--- src/rtl/alu_issue_stage.sv ---
// Command FIFO, execute register and result register wrapped around an external combinational ALU.
// Optional op_count handshake counter is built when ALU_ISSUE_CNT_EN is defined.
module alu_issue_stage #(
    parameter int RAM_WIDTH = 32,
    parameter int WIDTH     = 2,
    parameter int DEPTH     = 2
) (
    input  logic                 clk,
    input  logic                 rst_n,
    input  logic                 cmd_valid,
    output logic                 cmd_ready,
    input  logic [WIDTH-1:0]     cmd_opcode,
    input  logic [RAM_WIDTH-1:0] cmd_op1,
    input  logic [RAM_WIDTH-1:0] cmd_op2,
    output logic [WIDTH-1:0]     alu_opcode,
    output logic [RAM_WIDTH-1:0] alu_op1,
    output logic [RAM_WIDTH-1:0] alu_op2,
    input  logic [RAM_WIDTH-1:0] alu_result,
    output logic                 res_valid,
    input  logic                 res_ready,
    output logic [RAM_WIDTH-1:0] res_data,
    output logic [WIDTH-1:0]     res_opcode,
    output logic                 busy
`ifdef ALU_ISSUE_CNT_EN
    ,
    output logic [15:0]          op_count
`endif
);

    localparam int PW = (DEPTH > 1) ? $clog2(DEPTH) : 1;
    localparam int CW = PW + 1;

    // Valid/ready: a transfer happens on a rising edge where valid and ready are both high;
    // the producer holds its payload stable while valid is high and ready is low.

    logic [WIDTH-1:0]     fifo_opc [DEPTH];
    logic [RAM_WIDTH-1:0] fifo_op1 [DEPTH];
    logic [RAM_WIDTH-1:0] fifo_op2 [DEPTH];

    logic [PW-1:0]        wr_ptr_q, wr_ptr_d, rd_ptr_q, rd_ptr_d;
    logic [CW-1:0]        count_q, count_d;
    logic                 ex_valid_q, ex_valid_d;
    logic [WIDTH-1:0]     ex_opc_q, ex_opc_d;
    logic [RAM_WIDTH-1:0] ex_op1_q, ex_op1_d, ex_op2_q, ex_op2_d;
    logic                 res_valid_q, res_valid_d;
    logic [RAM_WIDTH-1:0] res_data_q, res_data_d;
    logic [WIDTH-1:0]     res_opc_q, res_opc_d;

    logic push, fifo_ne, res_adv, ex_load;

    // Ready depends on registered occupancy only, so a pop never raises it in the same cycle.
    assign cmd_ready = (count_q < CW'(DEPTH));
    assign push      = cmd_valid && cmd_ready;
    assign fifo_ne   = (count_q != '0);
    assign res_adv   = ex_valid_q && (!res_valid_q || res_ready);
    assign ex_load   = fifo_ne && (!ex_valid_q || res_adv);

    always_comb begin
        wr_ptr_d    = wr_ptr_q + PW'(push);
        rd_ptr_d    = rd_ptr_q + PW'(ex_load);
        count_d     = count_q + CW'(push) - CW'(ex_load);
        ex_valid_d  = ex_valid_q;
        ex_opc_d    = ex_opc_q;
        ex_op1_d    = ex_op1_q;
        ex_op2_d    = ex_op2_q;
        res_valid_d = res_valid_q;
        res_data_d  = res_data_q;
        res_opc_d   = res_opc_q;

        if (ex_load) begin
            ex_valid_d = 1'b1;
            ex_opc_d   = fifo_opc[rd_ptr_q];
            ex_op1_d   = fifo_op1[rd_ptr_q];
            ex_op2_d   = fifo_op2[rd_ptr_q];
        end else if (res_adv) begin
            ex_valid_d = 1'b0;
        end

        if (res_adv) begin
            res_valid_d = 1'b1;
            res_data_d  = alu_result;
            res_opc_d   = ex_opc_q;
        end else if (res_valid_q && res_ready) begin
            res_valid_d = 1'b0;
        end
    end

    always_ff @(posedge clk) begin
        if (push) begin
            fifo_opc[wr_ptr_q] <= cmd_opcode;
            fifo_op1[wr_ptr_q] <= cmd_op1;
            fifo_op2[wr_ptr_q] <= cmd_op2;
        end
    end

    always_ff @(posedge clk or negedge rst_n) begin
        if (!rst_n) begin
            wr_ptr_q    <= '0;
            rd_ptr_q    <= '0;
            count_q     <= '0;
            ex_valid_q  <= 1'b0;
            ex_opc_q    <= '0;
            ex_op1_q    <= '0;
            ex_op2_q    <= '0;
            res_valid_q <= 1'b0;
            res_data_q  <= '0;
            res_opc_q   <= '0;
        end else begin
            wr_ptr_q    <= wr_ptr_d;
            rd_ptr_q    <= rd_ptr_d;
            count_q     <= count_d;
            ex_valid_q  <= ex_valid_d;
            ex_opc_q    <= ex_opc_d;
            ex_op1_q    <= ex_op1_d;
            ex_op2_q    <= ex_op2_d;
            res_valid_q <= res_valid_d;
            res_data_q  <= res_data_d;
            res_opc_q   <= res_opc_d;
        end
    end

    // Operand ports keep their last values while the execute register is empty.
    assign alu_opcode = ex_opc_q;
    assign alu_op1    = ex_op1_q;
    assign alu_op2    = ex_op2_q;
    assign res_valid  = res_valid_q;
    assign res_data   = res_data_q;
    assign res_opcode = res_opc_q;
    assign busy       = fifo_ne || ex_valid_q || res_valid_q;

`ifdef ALU_ISSUE_CNT_EN
    logic [15:0] cnt_q, cnt_d;

    assign cnt_d = cnt_q + 16'(res_valid_q && res_ready);

    always_ff @(posedge clk or negedge rst_n) begin
        if (!rst_n) begin
            cnt_q <= '0;
        end else begin
            cnt_q <= cnt_d;
        end
    end

    assign op_count = cnt_q;
`endif

endmodule

--- config.mk ---
export PLATFORM = sky130hd
export DESIGN_NAME = alu_issue_stage
export DESIGN_NICKNAME = d
export VERILOG_FILES = /design/src/rtl/alu_issue_stage.sv
export SDC_FILE = /design/constraint.sdc
export NUM_CORES = 1
export LEC_CHECK = 0
export ABC_CLOCK_PERIOD_IN_PS = 2790
export CAP_MARGIN = 0
export CORE_AREA = 2 2 175 177
export DETAILED_ROUTE_END_ITERATION = 6
export DIE_AREA = 0 0 177 179
export PLACE_DENSITY = 0.52
export SETUP_SLACK_MARGIN = 0.1
export SLEW_MARGIN = 0
export SYNTH_ARGS = -nofsm -noshare
export SYNTH_HDL_FRONTEND = slang
export SYNTH_SLANG_ARGS = --single-unit
--- constraint.sdc ---
create_clock -name clk -period 2.79 [get_ports clk]
set_input_delay 0.837 -clock clk [delete_from_list [all_inputs] [get_ports clk]]
set_output_delay 0.837 -clock clk [all_outputs]
set_load 0.02 [all_outputs]
==> reports/results.tsv, run 1 <==
stage	metric	value	unit
run_status	outcome	finished clean	
cts	cts_sinks	238	
synth	ys_warn_count	0	
power	swShare	30.9	%
power	p_sw	4.34	mW
cts	cts_resized	0	
detailed_routing	drc_errors	0	
worst_setup_path	path_class	reg -> out	
floorplanning	die_width	177	µm
floorplanning	core_area	30000	µm²
power	pwr-share-comb	37.4	%
worst_hold_path	hp-class	in -> async	
layout	layout_commonest_cell	clkdlybuf4s50_1	
layout	diodes	0	
grt	grt_pass1_wl	28700	µm
detailed_routing	top_layer	met4	
timing	slew_headroom	32.2	%
layout	drive_gt1_share	31.5	%
grt	grt_max_degree	68	
timing	finalCritPeriodShare	92.0	%
detailed_routing	met2_length	9960	µm
detailed_routing	viasPerCell	4.27	
detailed_routing	routed_wl	19000	µm
floorplanning	num_rows	64	
timing	setup_violations	0	
worst_setup_path	arrival	1730	ps
detailed_routing	wl_met3	1080	µm
timing	hold_viol	0	
timing	fin_worst_skew	13.0	ps
worst_setup_path	crit_path_max_fanout	4	
grt	grt_overflow	0	
cts	cts_setup_buffers	0	
grt	first_global_vias	5061	
power	power.leakage	4.55	nW
cts	cts-root-buf	clkbuf_16	
layout	final.fill_count	2718	
detailed_routing	via_count	4632	
power	max-vdd-ir-drop	0.711	mV
detailed_routing	drt_iter0_drc	147	
detailed_routing	wl_per_cell	17.5	µm
synth	synth_nets	550	
synth	ys_seq_area_share	75.1	%
placed_design	hpwl	12300	µm
timing	worst_slew_pin_slew	1020	ps
cts	cts_tree	yes	
power	p_int	9.73	mW
timing	rsz0062_at_grt	no	
grt	grt_antenna_before_repair	0	
placed_design	io_buffers	204	
synth	netlist_instances	444	
worst_setup_path	cp-start-kind	register	
synth	synth.avg_cell_area	19.8	µm²
detailed_routing	antenna_left	0	
worst_setup_path	crit_path_end_kind	output pin	
timing	slew_violations	0	
synth	synth_cell_types	17	
placed_design	place_congestion	0.708	
synth	ys_ff_latch	238	
cts	clkLatencyLatePin	520	ps
worst_setup_path	cp.required	1950	ps
run	cap_violations	0	
timing	hold_ws	236	ps
floorplanning	io_pins	205	
layout	final_core_util	40.8	%
cts	cts_buffers	27	
cts	path_clk_slew	50	ps
cts	clockBufferDepth	3	
floorplanning	dieArea	31700	µm²
cts	htree_levels	1	
timing	max_freq	390	MHz
floorplanning	die_h	179	µm
layout	final_cell_mix	clkdlybuf4s50_1, mux2_2, edfxtp_1	
power	clkPwrFrac	22.7	%
cts	postCtsHoldBufs	0	
layout	areaGrowthSynthToFinish	39.0	%
synth	netlist_area	8810	µm²
detailed_routing	wl_met1	7480	µm
detailed_routing	drtPass1Iterations	4	
grt	grt.total_usage	11.7	%
floorplanning	initial_core_util	29.3	%
power	p_per_area	1150	nW/µm²
power	pwr-share-seq	40.0	%
layout	nets	774	
timing	period_needed	2570	ps
[stage by stage]
stage               power, mW  setup WS, ps  std cells  instance area [µm²]  setup TNS (ps)
finish                   14.1           223       1084                12200               0
global route             14.8           150       1084                12200               0
CTS                      14.4           184       1084                12200               0
detailed placement       11.1           260       1035                11400               0
global placement         10.9           303       1035                11400               0
floorplan                8.64          -214        444                 8810          -28290
[Yosys cell counts]
master	count	area (µm²)
buf_2	13	65.1
mux2_2	148	1670
dfrtp_1	106	2650
nor2_1	2	7.51
o21ai_0	1	5.00
buf_6	3	33.8
xnor2_1	2	17.5
mux2_4	18	270
buf_1	2	7.51
xor2_1	1	8.76
nand2b_4	1	13.8
edfxtp_1	132	3960
inv_2	1	3.75
o22a_1	1	8.76
inv_1	5	18.8
nand2_1	4	15.0
ha_1	4	50.1
[worst max-delay path: stages (launching register included)]
cell             delay (ps)
dfrtp_1                 430
nor2_1                  150
nand2_1                  70
clkdlybuf4s50_1         560
[path summary, 6_finish.rpt]
check	cells after the start	start	slack (ps)	endpoint
max	3	count_q[1]$_DFF_PN0_	220	busy
min	1	rst_n	240	alu_op1[6]$_DFFE_PN0P_
max reg2reg	2	rd_ptr_q$_DFF_PN0_	850	alu_op1[15]$_DFFE_PN0P_
min reg2reg	1	alu_op1[7]$_DFFE_PN0P_	500	alu_op1[7]$_DFFE_PN0P_
max in group asynchronous	2	rst_n	1950	alu_op1[30]$_DFFE_PN0P_
min in group clk	1	alu_op1[7]$_DFFE_PN0P_	500	alu_op1[7]$_DFFE_PN0P_
[sequential cells by signal, indices dropped and copies added, names as in the netlist]
name,count
wr_ptr_q,1
res_valid,1
fifo_op1,64
res_opcode,2
fifo_opc,4
ex_valid_q,1
res_data,32
alu_opcode,2
fifo_op2,64
rd_ptr_q,1
count_q,2
alu_op2,32
alu_op1,32
[power by group through the flow]
stage          clock [mW]  combinational, mW  sequential, mW
2_1_floorplan           0               2.35            6.29
3_3_place_gp            0               5.28            5.67
3_5_place_dp            0               5.36            5.72
4_1_cts              3.31               5.38            5.67
5_1_grt              3.45               5.59            5.80
6_report             3.19               5.26            5.62
[layout make-up]
type                    count  area [µm²]  share of cell area, %
clock buffers              33         708                   5.78
clock inverters            16        97.6                  0.797
inverters                   6        22.5                  0.184
multi-input cells         182        2100                   17.1
flip-flops and latches    238        6620                   54.1
well taps                 396         495                   4.05
repair buffers            213        2210                   18.0
[kinds of logic after synthesis]
| family | count (synthesis) | synth area share [%] |
|---|---|---|
| xor+xnor | 3 | 0.298 |
| compound gates | 2 | 0.156 |
| fa+ha+maj | 4 | 0.568 |
| mux | 166 | 22.0 |
| buf+inv | 24 | 1.46 |
| simple gates | 7 | 0.412 |
| flops | 238 | 75.1 |
[metal layers]
metal  GRT usage (%)  vias to the layer above
met2            21.0                      118
met1            13.9                     2374
li1                -                     2106
met4            3.20                        0
met3            2.99                       34
met5               0                        -
No activity file was read; power rests on OpenSTA's default activity.
==> run 2, diff against run 1 <==
--- a/config.mk
+++ b/config.mk
@@ -6,5 +6,4 @@
 export NUM_CORES = 1
 export LEC_CHECK = 0
-export ABC_CLOCK_PERIOD_IN_PS = 2790
 export CAP_MARGIN = 0
 export CORE_AREA = 2 2 175 177
==> constraint.sdc (replaced) <==
create_clock -name clk -period 2.79 [get_ports clk]
set_input_delay 0.837 -clock clk [delete_from_list [all_inputs] [get_ports clk]]
set_output_delay 0.837 -clock clk [all_outputs]
set_load 0.05 [all_outputs]
==> run 2 against run 1 <==
Compared with the run above:
- sequential power barely moved
- critical path depth fell by 2
- setup slack got worse by 54 ps
- power rose by 12%
- global-route usage did not move
- largest cell class unchanged
- largest power group is now combinational cells
==> reports/results.tsv, run 2 (same netlist as run 1, synthesis figures left out) <==
stage	metric	value	unit
run_status	outcome	finished clean	
grt	met1_usage	13.9	%
grt	grt.total_usage	11.7	%
layout	final_cell_mix	clkdlybuf4s50_1, mux2_2, edfxtp_1	
detailed_routing	drtPass1Iterations	4	
grt	grt_antenna_before_repair	0	
cts	clkLatencyLatePin	520	ps
detailed_routing	wl_per_cell	17.5	µm
layout	areaGrowthSynthToFinish	39.0	%
worst_setup_path	worst_path_largest_cell_delay	850	ps
layout	top_regs	fifo_op1 (64), fifo_op2 (64)	
floorplanning	die_width	177	µm
worst_setup_path	slowest_stage	clkdlybuf4s50_1	
worst_setup_path	cp-start-kind	register	
cts	cts_resized	2	
cts	cts_setup_buffers	0	
timing	period_needed	2620	ps
worst_setup_path	critPathBufInv	1	
timing	setup_tns	0	ps
detailed_routing	viasPerCell	4.28	
detailed_routing	via_count	4639	
cts	path_clk_slew	60	ps
timing	rsz0062_at_grt	no	
cts	cts_tree	yes	
detailed_routing	drc_errors	0	
detailed_routing	antenna_left	0	
timing	setup_ws	169	ps
grt	use_met3	2.99	%
timing	max_freq	381	MHz
timing	fin_worst_skew	13.4	ps
floorplanning	io_pins	205	
cts	postCtsHoldBufs	0	
grt	grt_pass1_wl	28700	µm
worst_hold_path	hp-class	in -> async	
worst_setup_path	crit_path_max_fanout	3	
floorplanning	initial_core_util	29.3	%
cts	htree_levels	1	
power	power.leakage	4.55	nW
floorplanning	num_rows	64	
layout	drive_gt1_share	31.5	%
layout	diodes	0	
timing	slew_violations	0	
power	p_per_area	1290	nW/µm²
placed_design	io_buffers	204	
timing	slew_headroom	32.5	%
placed_design	post-place-ws	260	ps
placed_design	post_dp_cell_area	11400	µm²
layout	final_core_util	40.8	%
layout	nets	774	
worst_setup_path	worstPathCellList	clkdlybuf4s50_1	
timing	worst_slew_pin_slew	1010	ps
worst_setup_path	reg2reg_setup_slack	850	ps
floorplanning	core_area	30000	µm²
floorplanning	dieArea	31700	µm²
grt	met2_usage	21.0	%
run	cap_violations	0	
placed_design	place_congestion	0.708	
grt	first_global_vias	5061	
detailed_routing	drt_iter0_drc	148	
cts	cts-root-buf	clkbuf_16	
cts	cts_buffers	27	
grt	grt_most_used_layer	met2	
worst_setup_path	cp.required	1950	ps
floorplanning	die_h	179	µm
cts	clockBufferDepth	3	
worst_setup_path	path_class	reg -> out	
layout	layout_commonest_cell	clkdlybuf4s50_1	
worst_setup_path	crit_family	buffers and inverters	
layout	fin_area	12200	µm²
power	max-vdd-ir-drop	0.866	mV
cts	cts_sinks	238	
timing	finalCritPeriodShare	94.0	%
timing	setup_violations	0	
grt	grt_max_degree	68	
grt	grt_overflow	0	
worst_setup_path	arrival	1780	ps
worst_setup_path	crit_path_end_kind	output pin	
placed_design	hpwl	12300	µm
timing	hold_viol	0	
detailed_routing	routed_wl	19000	µm
## run 2: final timing paths
| path | from | end | cells past startpoint |
|---|---|---|---|
| max | res_valid$_DFFE_PN0P_ | res_valid | 1 |
| min | rst_n | alu_op1[6]$_DFFE_PN0P_ | 1 |
| max reg2reg | rd_ptr_q$_DFF_PN0_ | alu_op1[15]$_DFFE_PN0P_ | 2 |
| min reg2reg | alu_op1[7]$_DFFE_PN0P_ | alu_op1[7]$_DFFE_PN0P_ | 1 |
| max in group asynchronous | rst_n | alu_op1[30]$_DFFE_PN0P_ | 2 |
| min in group clk | alu_op1[7]$_DFFE_PN0P_ | alu_op1[7]$_DFFE_PN0P_ | 1 |
## run 2: final cells by class
cell class	instances	area [µm²]
multi-input combinational	182	2100
sequential	238	6620
inverter	6	22.5
timing repair buffer	213	2200
fill	2720	17800
clock inverter	16	97.6
clock buffer	33	708
tap	396	495
## run 2: per-stage QoR
| step | hold slack (ps) | total power, mW | std cells |
|---|---|---|---|
| 5_1_grt | 231 | 16.5 | 1084 |
| 2_1_floorplan | 470 | 10.3 | 444 |
| 3_3_place_gp | 490 | 12.6 | 1035 |
| 6_report | 236 | 15.7 | 1084 |
| 4_1_cts | 223 | 16.0 | 1084 |
| 3_5_place_dp | 496 | 12.8 | 1035 |
## run 2: per-layer routing
layer / vias up / wire (µm)
li1: 2106 / -
met1: 2377 / 7470
met2: 123 / 9980
met3: 33 / 1110
met4: 0 / 438
met5: - / 0
## run 2: where the power goes
group          switching [mW]  total (mW)  internal, mW  leakage [nW]
registers               0.715        5.62          4.91          2.45
logic                    4.00        6.93          2.93          1.70
clock network            1.31        3.19          1.88         0.398
